$ cat src/rtl/keypad_scanner.sv
// keypad_scanner
// Scans a 4x4 active-low key matrix one column at a time and reports a single
// debounced key press as a one-cycle KeyValid strobe plus a hex KeyCode.
// Further detection is held off until the accepted key is debounced-released.
//
// Ports:
//   Clk      - system clock
//   Reset    - synchronous, active-high reset
//   Rows     - raw row lines, active-low, asynchronous to Clk
//   Cols     - column drive, active-low, exactly one bit low at all times
//   KeyCode  - hex code of the last accepted key, held until the next accept
//   KeyValid - one-cycle strobe when a press is accepted
//   KeyHeld  - high from acceptance until the release has been debounced
module keypad_scanner #(
    parameter int SCAN_DIV        = 16,
    parameter int DEBOUNCE_CYCLES = 20000,
    parameter int CNT_W           = $clog2(DEBOUNCE_CYCLES + 1)
) (
    input  logic       Clk,
    input  logic       Reset,
    input  logic [3:0] Rows,
    output logic [3:0] Cols,
    output logic [3:0] KeyCode,
    output logic       KeyValid,
    output logic       KeyHeld
);

    localparam int DWELL_W = $clog2(SCAN_DIV);
    localparam logic [DWELL_W-1:0] DWELL_LAST = DWELL_W'(SCAN_DIV - 1);
    localparam logic [CNT_W-1:0]   DEB_LAST   = CNT_W'(DEBOUNCE_CYCLES - 1);

    typedef enum logic [1:0] {
        SCAN    = 2'd0,
        CONFIRM = 2'd1,
        PRESSED = 2'd2,
        RELEASE = 2'd3
    } state_t;

    state_t             state;
    logic [3:0]         rowSync1;
    logic [3:0]         rowSync2;
    logic [3:0]         rowHit;
    logic [DWELL_W-1:0] dwellCnt;
    logic [CNT_W-1:0]   debCnt;
    logic [1:0]         colIdx;
    logic [1:0]         nextIdx;
    logic [3:0]         nextCols;
    logic [3:0]         latchedRow;
    logic               latchedHit;
    logic               singleHit;

    // Active-high view of the synchronized rows.
    genvar gi;
    generate
        for (gi = 0; gi < 4; gi++) begin : g_rowHit
            assign rowHit[gi] = ~rowSync2[gi];
        end
    endgenerate

    assign singleHit  = (rowHit != 4'd0) && ((rowHit & (rowHit - 4'd1)) == 4'd0);
    assign latchedHit = |(rowHit & latchedRow);
    assign nextIdx    = colIdx + 2'd1;
    assign nextCols   = ~(4'b0001 << nextIdx);

    function automatic logic [3:0] keyMap(input logic [3:0] rowOneHot, input logic [1:0] col);
        logic [1:0] r;
        logic [3:0] code;
        case (rowOneHot)
            4'b0010: r = 2'd1;
            4'b0100: r = 2'd2;
            4'b1000: r = 2'd3;
            default: r = 2'd0;
        endcase
        case ({r, col})
            4'h0: code = 4'h1;
            4'h1: code = 4'h2;
            4'h2: code = 4'h3;
            4'h3: code = 4'hA;
            4'h4: code = 4'h4;
            4'h5: code = 4'h5;
            4'h6: code = 4'h6;
            4'h7: code = 4'hB;
            4'h8: code = 4'h7;
            4'h9: code = 4'h8;
            4'hA: code = 4'h9;
            4'hB: code = 4'hC;
            4'hC: code = 4'hE;
            4'hD: code = 4'h0;
            4'hE: code = 4'hF;
            default: code = 4'hD;
        endcase
        return code;
    endfunction

    always_ff @(posedge Clk) begin
        if (Reset) begin
            state      <= SCAN;
            rowSync1   <= 4'b1111;
            rowSync2   <= 4'b1111;
            dwellCnt   <= '0;
            debCnt     <= '0;
            colIdx     <= 2'd0;
            Cols       <= 4'b1110;
            latchedRow <= 4'd0;
            KeyCode    <= 4'd0;
            KeyValid   <= 1'b0;
            KeyHeld    <= 1'b0;
        end else begin
            rowSync1 <= Rows;
            rowSync2 <= rowSync1;
            KeyValid <= 1'b0;

            case (state)
                SCAN: begin
                    // Rows are only trusted on the last dwell cycle, once the
                    // synchronizer has caught up with the new column.
                    if (dwellCnt == DWELL_LAST) begin
                        dwellCnt <= '0;
                        if (singleHit) begin
                            latchedRow <= rowHit;
                            debCnt     <= '0;
                            state      <= CONFIRM;
                        end else begin
                            colIdx <= nextIdx;
                            Cols   <= nextCols;
                        end
                    end else begin
                        dwellCnt <= dwellCnt + DWELL_W'(1);
                    end
                end

                CONFIRM: begin
                    if (rowHit == latchedRow) begin
                        if (debCnt == DEB_LAST) begin
                            KeyCode  <= keyMap(latchedRow, colIdx);
                            KeyValid <= 1'b1;
                            KeyHeld  <= 1'b1;
                            debCnt   <= '0;
                            state    <= PRESSED;
                        end else begin
                            debCnt <= debCnt + CNT_W'(1);
                        end
                    end else begin
                        debCnt   <= '0;
                        dwellCnt <= '0;
                        colIdx   <= nextIdx;
                        Cols     <= nextCols;
                        state    <= SCAN;
                    end
                end

                PRESSED: begin
                    // Only the accepted row matters; other keys are ignored.
                    if (!latchedHit) begin
                        debCnt <= '0;
                        state  <= RELEASE;
                    end
                end

                RELEASE: begin
                    if (latchedHit) begin
                        // Bounce: go back to holding without a new strobe.
                        debCnt <= '0;
                        state  <= PRESSED;
                    end else if (debCnt == DEB_LAST) begin
                        debCnt   <= '0;
                        KeyHeld  <= 1'b0;
                        dwellCnt <= '0;
                        colIdx   <= nextIdx;
                        Cols     <= nextCols;
                        state    <= SCAN;
                    end else begin
                        debCnt <= debCnt + CNT_W'(1);
                    end
                end

                default: state <= SCAN;
            endcase
        end
    end

endmodule
$ cat config.mk
export PLATFORM = sky130hd
export DESIGN_NAME = keypad_scanner
export DESIGN_NICKNAME = d
export VERILOG_FILES = /design/src/rtl/keypad_scanner.sv
export SDC_FILE = /design/constraint.sdc
export NUM_CORES = 1
export LEC_CHECK = 0
export ABC_AREA = 1
export CAP_MARGIN = 40
export CORE_ASPECT_RATIO = 1.4
export CORE_MARGIN = 4
export CORE_UTILIZATION = 46
export DETAILED_ROUTE_END_ITERATION = 10
export HOLD_SLACK_MARGIN = 0.03
export PLACE_DENSITY = 0.67
export SLEW_MARGIN = 0
export SYNTH_ARGS = -nofsm -noshare
export SYNTH_HDL_FRONTEND = slang
export SYNTH_SLANG_ARGS = --single-unit
$ cat constraint.sdc
create_clock -name Clk -period 2 [get_ports Clk]
set_clock_uncertainty 0.2 [all_clocks]
set_input_delay 0.2 -clock Clk [delete_from_list [all_inputs] [get_ports Clk]]
set_output_delay 0.2 -clock Clk [all_outputs]
set_load 0.01 [all_outputs]
### Word level (Yosys, flattened, before mapping)

Memories as Yosys holds them, arrays and structs flattened. A register that Yosys moved wholly into a read port is not among the register bits.
Cells that the tools add are included.

* register bits: 41
* latch bits: 0
* memory bits (writable): 0
* bits in read-only memories: 64
* input port bits: 6
* output and inout port bits: 10
* logic and storage cells: 103
* memories: 1

Memory list
* (no name shown): depth 16, width 4, rd ports 1, clocked after Yosys merged registers in 1, wr ports 0, line 74 `case ({r, col})`

* $add $sub $neg: 4
* multiply operators: 0
* div/mod/pow operators: 0
* $lt $le $gt $ge: 0
* equality and inequality tests: 20
* shift operators: 1
* mux-type cells: 43
* bitwise gates (word level): 9
* reductions and logical operators: 15

Operators with widths (number)
* 15-bit two-way mux: 6
* 15-bit case mux with 4 select lines: 1
* 4-bit two-way mux: 9
* 2-bit two-way mux: 16
* 4-bit case mux with 3 select lines: 2
* 2-bit != test (second input constant): 9
* 15-bit by 1-bit adder with 15-bit output (second input constant): 1
* 15-bit equality test (second input constant): 1
* 2-bit case mux with 3 select lines: 2
* 5-bit AND reduction: 2
* 3-bit AND reduction: 3
* 4-bit AND: 2
* 4-bit equality test (second input constant): 2
* 2-bit case mux with 4 select lines: 1
* 3-bit != test (second input constant): 2
* 1-bit NOT: 6
* 6-bit AND reduction: 1
* 1-bit two-way mux: 5
* 4-bit by 1-bit adder with 4-bit output (second input constant): 1
* 2-bit equality test (second input constant): 2
* 4-bit by 2-bit equality test with 1-bit output (second input constant): 1
* 4-bit by 3-bit equality test with 1-bit output (second input constant): 1
* 4-bit equality test: 1
* 4-bit zero test: 1
* other kinds (14): 14

### Longest topological paths before layout

Gate-level depths: netlist (run 1).

* word-level depth: 8
* depth in mapped cells: 13
* mapped depth without buffers: 12

### Worst setup path after synthesis (run 1)

Ideal clock, no wire load.

* path kind: flip-flop to flip-flop
* start: reg rowSync2[3]
* end: reg colIdx[0]
* setup time: 114 ps
* arrival: 1483 ps
* data required time: 1686 ps
* setup slack: 203 ps
* cell stages (with the launch flop): 11
* path buffers: 0
* clock period less this slack: 1797 ps
* cells stage by stage: dfxtp_1 inv_1 ha_1 nor2_1 nand4_4 nand2_2 nor2_2 o21ai_4 nor2_8 nor2_1 nor2_2

* cells in the longest elaborated chain, start to end: 7

RTL lines
* from (decl): line 41 `logic [3:0] rowSync2;`
* from (signal assigned): line 110 `rowSync2 <= rowSync1;`
* 1-bit NOT *: line 56 `assign rowHit[gi] = ~rowSync2[gi];`
* named net rowHit[3]: line 42 `logic [3:0] rowHit;`
* 4-bit by 1-bit subtractor with 4-bit output: line 60 `assign singleHit = (rowHit != 4'd0) && ((rowHit & (rowHit - 4'd1)) == 4'd0);`
* 4-bit AND: line 60
* 4-bit zero test: line 60
* 1-bit logical AND: line 60
* 2-bit != test (no line)
* 6-bit AND reduction (no line) *
* to (signal assigned): line 124 `colIdx <= nextIdx;`
* to (signal assigned): line 146 `colIdx <= nextIdx;`
* to (signal assigned): line 169 `colIdx <= nextIdx;`
* to (decl): line 45 `logic [1:0] colIdx;`

The timed path passes the listed nets; every way through them passes the cells marked *.
A chain may end at the register's enable or synchronous reset.

### Worst setup path in the final report (run 1)

* start: reg debCnt[1]
* end: reg debCnt[7]

* cells in the longest elaborated chain, start to end: 4

RTL lines
* from (decl): line 44 `logic [CNT_W-1:0] debCnt;`
* from (signal assigned): line 141 `debCnt <= debCnt + CNT_W'(1);`
* from (signal assigned): line 173 `debCnt <= debCnt + CNT_W'(1);`
* 15-bit by 1-bit adder with 15-bit output / 15-bit equality test (equally long branches)
* 15-bit two-way mux *: line 134, 165
* 15-bit two-way mux (on tied branches): line 161, 133
* 15-bit case mux with 4 select lines *: line 113 `case (state)`

Every way passes the cells marked *; elsewhere a longest branch is shown, timed or not.

==> metrics.csv, run 1 <==
metric,value,unit
status,"finished, final reports clean",
Area Overhead vs Synth,15.3,%
Clock Sinks,45,
Least-Margin Pin Slew,0.427,ns
RSZ-0062 raised after global routing,no,
antenna-violating nets left,0,
synth unique cells,31,
Seq cells post-synth,45,
total gr overflow,0,
Synth Area in XOR/XNOR,1.01,%
final WL,5.86,mm
Finished Cell Area,0.00301,sq mm
Max Cap Viol,0,
CTS Root Cell,clkbuf_8,
LEAKAGE,1.29,nW
vias in the first global route,2305,
initial antenna violation count,0,
H-Tree Depth,2,
worst hold path class,reg -> reg,
top-area cell type share of the netlist area,34.5,%
"area leader, netlist",dfxtp_1,
DP Area,0.00288,sq mm
min cycle time layout,1.86,ns
GPL Wtd Cong,0.802,
GR Util All Layers,17.9,%
total number of vias,2414,
Post-synth EDFFs,0,
Post-Synth Adder-Cell Area,5.75,%
DRC viols,0,
Die ar.,0.00696,sq mm
core box area,0.00553,sq mm
fmax,536,MHz
multiplexer share of the synthesized area,0,%
# setup viols final,0,
Starting Density,47.2,%
Syn. warnings,0,
worst IR drop on VDD,0.576,mV
CP Data Required Time,1.99,ns
Slew headroom,71.2,%
"CTS clk-pin slew, worst paths",0.09,ns
compound-cell area share of the yosys netlist,10.5,%
post-CTS setup buffers,0,
share of layout cells above drive strength 1,17.0,%
ys flop type,dfxtp_1,
"Data arrival, critical path",1.86,ns
cell area power density,946,mW/mm^2
final hold violation count,0,
Synth Area per Inst,6.89,sq um
largest net degree at the start of global routing,25,
initial drt markers,155,
Top Metal Used,met4,
die width,71.7,um
"top cells by area, synth","dfxtp_1, nand2_1, nand3_1",
Tcrit/Tclk final,93.2,%
main combinational cell family by area after synthesis,simple AND/OR/NAND/NOR gates,
HPWL after DPL,4.48,mm
CP Launch Type,flip-flop,
Port Buf Inserts,15,
cell with the most instances after synthesis,nand2_1,
CP max FO,6,
cell count after synthesis,379,
number of diodes,0,
post-synthesis sequential area ratio,34.5,%
layout net count,422,
Post-Synth Simple-Gate Area,38.6,%
Crit. End Element,flip-flop,
Via-to-Cell Ratio,5.10,
met3 wire length,191,um
Post-synth top cells,"nand2_1, inv_1, dfxtp_1, nor2_1, nand3_1",
"Cell Area, Synth",0.00261,sq mm
TritonRoute pass-1 iters,6,
CTS tree,built,
M1 WL,2.44,mm
Num CTS Buffers,5,
Row Count,32,
filler cell count,557,
Min Hold Slack,0.212,ns
syn_nets,397,
# IOs,16,
class of the most critical setup path,reg -> reg,
Skew-Pair Late Insertion Delay,0.30,ns
fraction of registers with async set/reset,0,%
Max Slew Vio Count,0,
clk buf depth,2,
first-pass GRT wire length,10.1,mm
Routed met2 length,3.08,mm
Die Y,97.1,um
WL/cell,12.4,um
## metrics by stage
stage               power [W]  TNS, ns  instances  worst slack [ns]  util, %
finish                0.00285        0        473             0.135     54.5
global route          0.00306        0        473          0.000222     54.5
CTS                   0.00284        0        473            0.0345     53.7
detailed placement    0.00229  -0.0210        465           -0.0210     52.2
global placement      0.00228        0        465            0.0255     52.2
floorplan             0.00194        0        379             0.203        -
## layout by cell type, fill, tap and decap left out
| cell | instances |
|---|---|
| nand2_1 | 84 |
| inv_1 | 45 |
| dfxtp_1 | 41 |
| nor2_1 | 41 |
| nand3_1 | 37 |
| o21ai_0 | 21 |
| a21oi_1 | 19 |
| clkdlybuf4s50_1 | 15 |
| ha_1 | 12 |
| nand2_2 | 10 |
| nor2_2 | 9 |
| or2_2 | 8 |
| inv_2 | 7 |
| nand4_1 | 7 |
| buf_4 | 7 |
| clkbuf_8 | 5 |
| nor2_4 | 4 |
| dfxtp_2 | 4 |
| nor3_1 | 3 |
| nand2_4 | 2 |
| xnor2_1 | 2 |
| o21ai_2 | 2 |
| o211ai_1 | 2 |
| a31oi_1 | 2 |
| clkinv_2 | 2 |
| buf_12 | 2 |
| nand4_4 | 1 |
| o21ai_4 | 1 |
| nor2_8 | 1 |
| nand3_4 | 1 |
| nand3_2 | 1 |
| nor3_2 | 1 |
| a21oi_2 | 1 |
| nand3b_1 | 1 |
| nor3b_1 | 1 |
| o21bai_1 | 1 |
| xor2_1 | 1 |
| clkbuf_1 | 1 |
## sequential cells by signal, summed over array words and instances, names as in the netlist, 2 cells and up
register	flops
latchedRow	4
rowSync1	4
dwellCnt	4
KeyCode	4
colIdx	2
Cols	4
state	2
debCnt	15
rowSync2	4
## kinds of logic after synthesis
family                   after synthesis
AO/OA/AOI/OAI                         49
buffers and inverters                 58
AND/OR/NAND/NOR                      212
adder cells (fa/ha/maj)               12
XOR/XNOR                               3
flip-flops                            45
## where the power goes
part | switching [W] | total, W | internal (W)
clock | 0.000310 | 0.000553 | 0.000243
sequential | 0.0000964 | 0.00109 | 0.000992
combinational | 0.000734 | 0.00120 | 0.000471
## final timing paths
| path | startpoint | endpoint | slack [ns] | depth (start not counted) |
|---|---|---|---|---|
| max | debCnt[1] | debCnt[7] | 0.14 | 12 |
| min reg2reg | rowSync1[2] | rowSync2[2] | 0.21 | 1 |
| min | rowSync1[2] | rowSync2[2] | 0.21 | 1 |
| max reg2reg | debCnt[1] | debCnt[7] | 0.14 | 12 |
## metal layers
| layer | track usage, % | vias to the layer above |
|---|---|---|
| li1 | - | 1258 |
| met5 | 0 | - |
| met1 | 20.1 | 1100 |
| met3 | 3.31 | 12 |
| met2 | 31.9 | 44 |
| met4 | 7.81 | 0 |
## critical path, cell delays in order, from the launching register on
cell and delay (ns):
dfxtp_1 0.38, ha_1 0.18, nand2_1 0.09, inv_1 0.08, nand2_1 0.05, nor2_1 0.13
nand2_2 0.10, nand3_1 0.14, nand2_4 0.09, nand2_2 0.10, nand2_2 0.07, nand2_1 0.09
nor2_1 0.05
## layout make-up
class / instances / area, sq um / area share [%]
Clock buffer: 6 / 72.6 / 2.41
Clock inverter: 2 / 10.0 / 0.333
Inverter: 52 / 195 / 6.49
Multi-Input combinational cell: 276 / 1500 / 49.8
Sequential cell: 45 / 906 / 30.1
Tap cell: 68 / 85.1 / 2.83
Timing Repair Buffer: 24 / 243 / 8.07
## timing repair
item | CTS | global route
hold buffers | 0 | 0
endpoints found under the setup margin | 2 | 22
pin swaps | 0 | 3
resized for setup | 1 | 15
No activity file was read; power rests on OpenSTA's default activity.
==> run 2: changes to the inputs <==
- CORE_ASPECT_RATIO: 1.4 -> 1.5
- clock period: 2 -> 2.2 ns (I/O delays scaled with it)
==> metrics.csv, run 2 (synthesis results as in run 1) <==
metric,value,unit
CTS tree,built,
"Data arrival, critical path",1.99,ns
CP Launch Type,flip-flop,
number of diodes,0,
"CTS clk-pin slew, worst paths",0.08,ns
CTS Root Cell,clkbuf_8,
GPL Wtd Cong,0.877,
initial drt markers,112,
Layout Cells excl Fill,468,
Least-Margin Pin Slew,0.486,ns
RSZ-0062 raised after global routing,no,
Row Count,33,
WL/cell,12.3,um
TritonRoute pass-1 iters,4,
die width,69.5,um
hold path depth,1,
Port Buf Inserts,15,
layout net count,416,
R2R depth,9,
Via-to-Cell Ratio,5.05,
Num CTS Buffers,5,
H-Tree Depth,2,
Starting Density,47.5,%
min cycle time layout,2.00,ns
status,"finished, final reports clean",
R2R Setup Slk,0.20,ns
antenna-violating nets left,0,
# setup viols final,0,
clk buf depth,2,
HP Start,rowSync1[1],
Slew headroom,67.2,%
Skew-Pair Late Insertion Delay,0.29,ns
CP Data Required Time,2.19,ns
share of layout cells above drive strength 1,12.6,%
"Slowest-stage cell, CP",dfxtp_1,
Max Cap Viol,0,
CP max FO,13,
first-pass GRT wire length,9.81,mm
Clock Sinks,45,
worst reg2reg path startpoint,dwellCnt[0],
most frequent cells in the layout,"nand2_1, inv_1, dfxtp_1, nor2_1, nand3_1",
# IOs,16,
Crit. End Element,flip-flop,
final WL,5.77,mm
worst hold path class,reg -> reg,
LEAKAGE,1.26,nW
HPWL after DPL,4.44,mm
total number of vias,2365,
max FFs per register,15,
Die Y,100,um
Setup TNS Final,0,ns
vias in the first global route,2206,
Die ar.,0.00697,sq mm
cell total after placement,461,
largest stage delay on the critical path,0.38,ns
fmax,499,MHz
"commonest non-fill, non-tap cell in the layout",nand2_1,
GR Util All Layers,17.2,%
Area Overhead vs Synth,12.0,%
Reg-to-Reg End,debCnt[7],
total gr overflow,0,
"Most flops, register",debCnt,
largest net degree at the start of global routing,25,
most frequent CP cell,nand2_1,
DRC viols,0,
class of the most critical setup path,reg -> reg,
cell area power density,874,mW/mm^2
final hold violation count,0,
critical-path cell list,"ha_1, nand2_1, nor2_1, nand2_1, o21ai_2, buf_4, nand2_2, nand2_1, nor2_1",
Tcrit/Tclk final,91.1,%
Min Hold Slack,0.213,ns
initial antenna violation count,0,
worst IR drop on VDD,0.497,mV
core box area,0.00549,sq mm
end point of the worst hold path,rowSync2[1],
Max Slew Vio Count,0,
-- run 2: changes by cell type in the layout (fill, tap and decap cells not counted), sizes merged --
cell,before,now
clkbuf,6,5
clkinv,2,1
buf,9,3
bufinv,0,1
-- run 2: area by class of cell --
cell class / instances / area (sq um)
multi-input combinational: 276 / 1460
inverter: 52 / 195
clock inverter: 2 / 35.0
fill: 571 / 2570
clock buffer: 5 / 68.8
timing repair buffer: 18 / 173
tap: 70 / 87.6
sequential: 45 / 901
-- run 2: how the worst max path moves through the flow --
stage | from | end | cells after the start
2_1_floorplan | rowSync2[3] | colIdx[0] | 10
3_5_place_dp | rowSync2[3] | KeyCode[1] | 8
3_3_place_gp | rowSync2[3] | KeyCode[1] | 8
4_1_cts | rowSync2[3] | KeyCode[1] | 8
5_1_grt | rowSync2[1] | debCnt[0] | 12
6_report | dwellCnt[0] | debCnt[7] | 9
-- run 2: power breakdown --
part	internal, W	switching (W)
Sequential	0.000899	0.0000891
Clock	0.000330	0.000276
Combinational	0.000322	0.000640
-- run 2: timing repair --
action / CTS / global route
setup endpoints to repair: 0 / 1
resized for setup: 0 / 1
buffers inserted: 0 / 0
hold buffers: 0 / 0
-- run 2: routing by layer --
layer	global-route usage [%]	part of all wire, %	vias up
met3	2.81	2.4	11
met1	19.0	43	1072
li1	-	-	1242
met5	0	0	-
met2	32.4	52	40
met4	6.62	2.4	0
-- run 2: per-stage QoR --
step           total power, W  utilization, %  worst slack, ns  area (sq um)
2_1_floorplan         0.00176               -            0.403          2610
3_3_place_gp          0.00197            51.3            0.170          2820
3_5_place_dp          0.00197            51.3            0.158          2820
4_1_cts               0.00258            53.2            0.152          2920
5_1_grt               0.00275            53.2           0.0449          2920
6_report              0.00256            53.2            0.197          2920
-- run 2: critical path: cells and delay by family (launching register included) --
kind	cells	cell delay (ns)
simple gates	6	0.77
flops	1	0.38
buf+inv	1	0.21
fa+ha+maj	1	0.18
compound gates	1	0.15
